--- config.mk ---
export PLATFORM = sky130hd
export DESIGN_NAME = arb_rr_2
export DESIGN_NICKNAME = d
export VERILOG_FILES = /design/src/rtl/arb_rr_2.sv
export SDC_FILE = /design/constraint.sdc
export NUM_CORES = 1
export LEC_CHECK = 0
export CAP_MARGIN = 20
export CORE_UTILIZATION = 35
export DETAILED_ROUTE_END_ITERATION = 8
export GPL_TIMING_DRIVEN = 1
export HOLD_SLACK_MARGIN = 0.02
export PLACE_DENSITY_LB_ADDON = 0.12
export SLEW_MARGIN = 30
export SYNTH_ARGS = -nofsm -noshare
export SYNTH_HDL_FRONTEND = slang
export SYNTH_SLANG_ARGS = --single-unit
--- constraint.sdc ---
create_clock -name clk -period 1.9 [get_ports clk]
set_clock_uncertainty 0.15 [all_clocks]
set_input_delay 0.19 -clock clk [delete_from_list [all_inputs] [get_ports clk]]
set_output_delay 0.19 -clock clk [all_outputs]
set_load 0.02 [all_outputs]
--- src/rtl/arb_rr_2.sv ---
// -----------------------------------------------------------------------------
// arb_rr_2 -- two-channel round-robin arbiter with a single registered output
// stage. It sits directly upstream of a 2:1 data mux: out_sel is the channel
// index of the registered beat and drives that mux select.
//
// Ports
//   clk        rising-edge clock
//   rst_n      asynchronous active-low reset
//   in_valid   [1:0] per-channel beat present
//   in_data0   [DATA_W-1:0] channel 0 beat
//   in_data1   [DATA_W-1:0] channel 1 beat
//   in_last    [1:0] per-channel end-of-packet marker (packet lock build only)
//   in_ready   [1:0] per-channel accept, at most one bit set
//   out_valid  output register holds a beat
//   out_data   [DATA_W-1:0] registered beat
//   out_sel    channel index of the registered beat
//   out_ready  downstream accepts out_data this cycle
//
// Build option
//   ARB_LOCK_EN  when defined, a two-state FSM locks the grant to one channel
//                from the first beat of a packet until its in_last beat.
//                When undefined, in_last is ignored and every beat is
//                arbitrated independently.
// -----------------------------------------------------------------------------
module arb_rr_2 #(
   parameter int DATA_W = 8
) (
   input  logic              clk,
   input  logic              rst_n,
   input  logic [1:0]        in_valid,
   input  logic [DATA_W-1:0] in_data0,
   input  logic [DATA_W-1:0] in_data1,
   input  logic [1:0]        in_last,
   output logic [1:0]        in_ready,
   output logic              out_valid,
   output logic [DATA_W-1:0] out_data,
   output logic              out_sel,
   input  logic              out_ready
);

   logic              out_valid_q, out_valid_d;
   logic [DATA_W-1:0] out_data_q,  out_data_d;
   logic              out_sel_q,   out_sel_d;
   logic              ptr_q,       ptr_d;      // last granted channel

   logic              load;        // output register can take a beat
   logic [1:0]        req;         // requests eligible for arbitration
   logic              grant_vld;
   logic              grant_ch;
   logic              xfer;

`ifdef ARB_LOCK_EN
   typedef enum logic {
      ST_IDLE = 1'b0,
      ST_LOCK = 1'b1
   } state_t;

   state_t state_q, state_d;
   logic   lock_ch_q, lock_ch_d;

   // While a packet is in flight only the owning channel may compete.
   always_comb begin
      req = in_valid;
      if (state_q == ST_LOCK) begin
         req = lock_ch_q ? (in_valid & 2'b10) : (in_valid & 2'b01);
      end
   end

   always_comb begin
      state_d   = state_q;
      lock_ch_d = lock_ch_q;
      case (state_q)
         ST_IDLE: begin
            if (xfer && !in_last[grant_ch]) begin
               state_d   = ST_LOCK;
               lock_ch_d = grant_ch;
            end
         end
         ST_LOCK: begin
            // grant_ch can only be lock_ch_q here, so this is the owner's last beat
            if (xfer && in_last[grant_ch]) begin
               state_d = ST_IDLE;
            end
         end
         default: state_d = ST_IDLE;
      endcase
   end

   always_ff @(posedge clk or negedge rst_n) begin
      if (!rst_n) begin
         state_q   <= ST_IDLE;
         lock_ch_q <= 1'b0;
      end else begin
         state_q   <= state_d;
         lock_ch_q <= lock_ch_d;
      end
   end
`else
   logic unused_last;
   assign unused_last = ^in_last;
   assign req         = in_valid;
`endif

   // Single requester wins outright; on contention the channel that did not
   // win last time is served.
   always_comb begin
      grant_vld = 1'b0;
      grant_ch  = 1'b0;
      case (req)
         2'b01: begin
            grant_vld = 1'b1;
            grant_ch  = 1'b0;
         end
         2'b10: begin
            grant_vld = 1'b1;
            grant_ch  = 1'b1;
         end
         2'b11: begin
            grant_vld = 1'b1;
            grant_ch  = ~ptr_q;
         end
         default: begin
            grant_vld = 1'b0;
            grant_ch  = 1'b0;
         end
      endcase
   end

   assign load = !out_valid_q || out_ready;

   // rst_n gates the ready so no source sees an accept while reset is held.
   always_comb begin
      in_ready = 2'b00;
      if (rst_n && load && grant_vld) begin
         in_ready[grant_ch] = 1'b1;
      end
   end

   // in_ready is only raised for a requesting channel, so any ready bit is a transfer.
   assign xfer = |in_ready;

   always_comb begin
      out_valid_d = out_valid_q;
      out_data_d  = out_data_q;
      out_sel_d   = out_sel_q;
      ptr_d       = ptr_q;
      if (xfer) begin
         out_valid_d = 1'b1;
         out_data_d  = grant_ch ? in_data1 : in_data0;
         out_sel_d   = grant_ch;
         ptr_d       = grant_ch;
      end else if (out_ready) begin
         out_valid_d = 1'b0;
      end
   end

   // ptr resets to 1 so channel 0 wins the first contention.
   always_ff @(posedge clk or negedge rst_n) begin
      if (!rst_n) begin
         out_valid_q <= 1'b0;
         out_data_q  <= '0;
         out_sel_q   <= 1'b0;
         ptr_q       <= 1'b1;
      end else begin
         out_valid_q <= out_valid_d;
         out_data_q  <= out_data_d;
         out_sel_q   <= out_sel_d;
         ptr_q       <= ptr_d;
      end
   end

   assign out_valid = out_valid_q;
   assign out_data  = out_data_q;
   assign out_sel   = out_sel_q;

endmodule

==> summary.md <==
| Metric | Value |
|---|---|
| CP Cell Sequence | `nor2b_1 > and4b_2 > dlygate4sd2_1` |
| Setup TNS | `0 ns` |
| Core area | `1524 sq um` |
| Clk root buf | `clkbuf_4` |
| Chip Height | `42.82 um` |
| # diodes | `0` |
| First-pass DRT Iterations | `4` |
| Unique masters post-synth | `15` |
| Crit end category | `primary output` |
| Seq/Total Area, Yosys | `47.42%` |
| Clock transition at the registers of the reported paths | `0.07 ns` |
| Maximum fanout along the worst path | `3` |
| GPL Wtd Cong | `0.6862` |
| Final instance area | `948.4 sq um` |
| PD cells | `820.7 nW/um^2` |
| Final Net Count | `111` |
| Die area | `1833 sq um` |
| I/O Pins | `35` |
| Antenna-violating nets left | `0` |
| Outcome | `completed` |
| Max cap viols | `0` |
| Final Cycle Share | `94.11%` |
| Worst path arrival time | `1.45 ns` |
| Number of synthesis warnings | `0` |
| Share of cells above drive strength 1 | `17.24%` |
| Routed vias | `580` |
| Clk buf depth | `2` |
| CTS tree | `yes` |
| Area occupied by multi-input gates | `262.8 sq um` |
| Post-Route WL | `1.544 mm` |
| Non-filler cells, final | `103` |
| Wire per inst | `14.99 um` |
| Final core utilization | `62.23%` |
| Post-Synthesis Cells | `51` |
| Crit path required time | `1.56 ns` |
| Max-slew headroom | `80.07%` |
| Sequential share of power | `40.0%` |
| Hpwl dp | `1.123 mm` |
| GRT Util Overall | `18.06%` |
| Largest net degree at the start of global routing | `17` |
| # clock sinks | `11` |
| Fmax | `559.3 MHz` |
| Combinational group share of total power | `38.7%` |
| Vias in the first global route | `517` |
| Area grow syn2layout | `62.66%` |
| Via density | `5.631` |
| Commonest non-fill, non-tap cell in the layout | `clkdlybuf4s50_1` |
| Min Tclk post-route | `1.788 ns` |
| Fill cells | `128` |
| Setup slack, reg-to-reg | `0.32 ns` |
| Placed Area | `924.6 sq um` |
| Antenna violations before repair | `0` |
| Synthesized cell area | `583.1 sq um` |
| Final Hold Viols | `0` |
| Clk pwr share | `21.3%` |
| Worst-Skew Late Latency | `0.27 ns` |
| Syn Nets | `74` |
| Die Width | `42.82 um` |
| 1st-iter DRT viols | `15` |
| CP startpoint kind | `flop` |
| PortBufs | `32` |
| Number of CTS-inserted buffers | `3` |
| Synth Area per Inst | `11.43 sq um` |
| Hold WC Path Type | `input port to async pin` |
| Most frequent cells in the layout | `clkdlybuf4s50_1, nand2_1, dfrtp_1` |
| Slew @ Worst Pin | `0.2948 ns` |
| GRT overflow | `0` |
| Placed Instances | `99` |
| Drt drc | `0` |
| Crit path kind | `flop to primary output` |
| Yosys reg bits | `11` |
| Fin. max-slew vios | `0` |
| First-pass GRT wire length | `2.373 mm` |
| Total chip power | `778.4 uW` |
| Effective utilization at floorplan | `38.26%` |
| P_sw | `246.2 uW` |
| Slowest stage delay, CP | `0.54 ns` |
| Std cell rows | `14` |
| Slowest CP cell | `dfstp_2` |
| RSZ-0062 raised after global routing | `no` |
| H-tree depth | `1` |
| Pleak | `0.4050 nW` |
| Register Area | `276.5 sq um` |
| Int Pwr | `532.2 uW` |
| Worst VDD drop | `0.0005097 V` |
| Net Sw Frac | `31.63%` |
| Endpoints failing setup | `0` |
## worst paths after layout
path	startpoint	end	cells after the start
worst min-delay path	rst_n	out_data[1]	2
min in group clk	out_sel	out_sel	1
worst min register to register	out_sel	out_sel	1
max in group asynchronous	rst_n	ptr_q	2
worst max register to register	ptr_q	out_data[7]	4
worst max-delay path	ptr_q	in_ready[0]	3
## power by group through the flow
stage	combinational, mW	sequential (mW)	clock [mW]
6_report	0.302	0.311	0.166
5_1_grt	0.320	0.316	0.183
4_1_cts	0.304	0.311	0.172
3_5_place_dp	0.305	0.314	0
3_3_place_gp	0.300	0.315	0
2_1_floorplan	0.0966	0.364	0
## cell families (layout without fill, tap and decap cells)
kind of cell / after synthesis / in the layout / synth area share [%]
and+or+nand+nor: 23 / 23 / 27.04
AOI/OAI and AO/OA: 11 / 11 / 18.03
DFF: 11 / 11 / 47.43
buffers and inverters: 6 / 42 / 7.510
## synth_stat cells (all sizes together)
cell | number | area share [%]
a21o | 2 | 3.0
a221o | 8 | 14
and2b | 1 | 1.3
and4 | 1 | 1.9
and4b | 1 | 1.9
buf | 6 | 7.5
dfrtp | 10 | 43
dfstp | 1 | 4.5
nand2 | 10 | 6.4
nand2b | 1 | 2.4
nor2b | 1 | 1.1
nor4b | 8 | 12
o211ai | 1 | 1.3
## flip-flops by register name (all words and copies together) (netlist names)
register	count
out_sel	1
ptr_q	1
out_data	8
out_valid	1
## layout make-up
class / count / area share [%]
repair buffers: 38 / 38.26
well taps: 16 / 2.111
flip-flops and latches: 11 / 29.16
clock buffers: 4 / 2.770
multi-input cells: 34 / 27.70
## metrics by stage
step / setup WS, ns / hold WS, ns
floorplan: 0.4157 / -0.2556
global placement: -0.07739 / 0.3179
detailed placement: -0.08002 / 0.3236
CTS: 0.09812 / 0.1145
global route: 0.05621 / 0.1308
finish: 0.1119 / 0.1280
## worst max-delay path, delay by kind of cell, from the launching register on
family                 cells  cell delay, ns
flip-flops                 1            0.54
buffers and inverters      1            0.32
AND/OR/NAND/NOR            2            0.31
## routing by layer
layer,track usage (%),wire [um]
met1,23.85,674
met2,26.97,737
met3,8.511,125
met4,3.750,6
met5,0,0
## what timing repair did
action,in CTS,in global routing
hold buffers,0,0
gates resized for setup,2,0
setup endpoints to repair,2,0
buffers inserted,0,0
Power figures use the tool's default switching activity.
==> variant, RTL diff (same flow settings) <==
`DATA_W`: 8 -> 10.
--- a/src/rtl/arb_rr_2.sv
+++ b/src/rtl/arb_rr_2.sv
@@ -23,7 +23,7 @@
 //                arbitrated independently.
 // -----------------------------------------------------------------------------
 module arb_rr_2 #(
-   parameter int DATA_W = 8
+   parameter int DATA_W = 10
 ) (
    input  logic              clk,
    input  logic              rst_n,
Interface: changed (resized in_data0, in_data1 and out_data); port bits go from 35 to 41. No check against the original RTL was run, so the function may have changed too.
==> variant against the unedited design <==
- core utilization rose by 2.6 points
- sequential cell count rose by 2
- design area rose by 19%
- global-route usage fell by 0.14 points
- power rose by 15%
- routed wire length rose by 15%
- setup slack improved by 24 ps
- area after synthesis rose by 14%
- critical endpoint unchanged
- largest power group unchanged
- highest routed layer unchanged
==> variant: results (changes against the unedited design) <==
ratio of cells with drive above 1 in the final layout=0.144 (-0.0282); syn_area_per_cell=11.3 um^2 (-1.5%); static leakage=0.481 nW (+19%); status=finished clean; vias in the first global route=635 (+23%); DP Area=1110 um^2 (+20%); Largest register FFs=10 (+2); Total Wirelength=1780 um (+15%); 1st-iter DRT viols=13 (-2); Least-Margin Pin Slew=324 ps (+29.0 ps); placed insts=125 (+26%); NumNets Final=132 (+19%); DP HPWL=1330 um (+19%); synth warn=0 (unchanged); vias=680 (+17%); Routability Congestion=0.759 (+11%); synth unique cells=14 (-1); Post-synth top cells=12 x dfrtp_1, 12 x nand2_1, 10 x a221o_1, 10 x nor4b_1, 4 x buf_2; MaxCap Viol Count=0 (unchanged); sequential fraction of the synthesis area=0.492 (+0.0173); Setup CP Type=flip-flop to output port; via/cell ratio=5.27 (-6.4%); first-pass GRT wire length=2640 um (+11%); post-synthesis net count=86 (+16%); Clk pin slew, worst setup/hold paths=roughly 80 ps; Data arrival, critical path=1420 ps (-30 ps); # port buffers=38 (+19%); pin count of the biggest net entering global routing=14 (-3); GRT Resource Usage Total=0.179 (-0.00135); CTS resizes=2 (unchanged); peak supply drop=0.000429 V (-16%); Synth area leaders=dfrtp_1 45%, a221o_1 15%, nor4b_1 13%; fillers=151 (+18%)
[variant: worst reg2reg max path, stage by stage, from the launching register on]
cell	delay [ps]
dfstp_2	550
nand2_1	60
and4_4	190
buf_4	170
a221o_1	350
[variant: area by class of cell]
class / count / area (um^2) / area share
Clock buffer: 4 / 26.3 / 0.0232
Timing Repair Buffer: 47 / 445 / 0.393
Tap cell: 25 / 31.3 / 0.0276
Sequential cell: 13 / 327 / 0.288
Multi-Input combinational cell: 40 / 303 / 0.267
[variant: cells by family (layout without fill, tap and decap cells)]
logic type      Yosys count  count (layout)  share of synthesized area
compound gates           13              13                      0.185
simple gates             27              27                      0.271
buf+inv                   6              51                     0.0527
flops                    13              13                      0.492
[variant: stage by stage]
stage / utilization / worst slack [ps]
5_1_grt: 0.649 / 69.2
3_5_place_dp: 0.635 / -97.6
2_1_floorplan: - / 405
6_report: 0.649 / 136
4_1_cts: 0.649 / 122
3_3_place_gp: 0.635 / -74.7
[variant: final timing paths]
path	endpoint	slack [ps]	cells after the start
worst max-delay path	in_ready[0]	140	3
worst min-delay path	out_data[0]	190	2
worst max register to register	out_data[0]	310	4
worst min register to register	out_sel	340	1
max in group asynchronous	ptr_q	1230	2
min in group clk	out_sel	340	1
[variant: per-layer routing]
metal / GRT usage / up-vias / wire (um)
li1: - / 320 / -
met3: 0.0357 / 2 / 92
met1: 0.211 / 332 / 763
met5: 0 / - / 0
met2: 0.306 / 26 / 915
met4: 0.0909 / 0 / 12
[variant: where the power goes]
group	switching (mW)	internal, mW
clock	0.0893	0.0812
sequential	0.0326	0.334
combinational	0.157	0.201
total	0.279	0.616
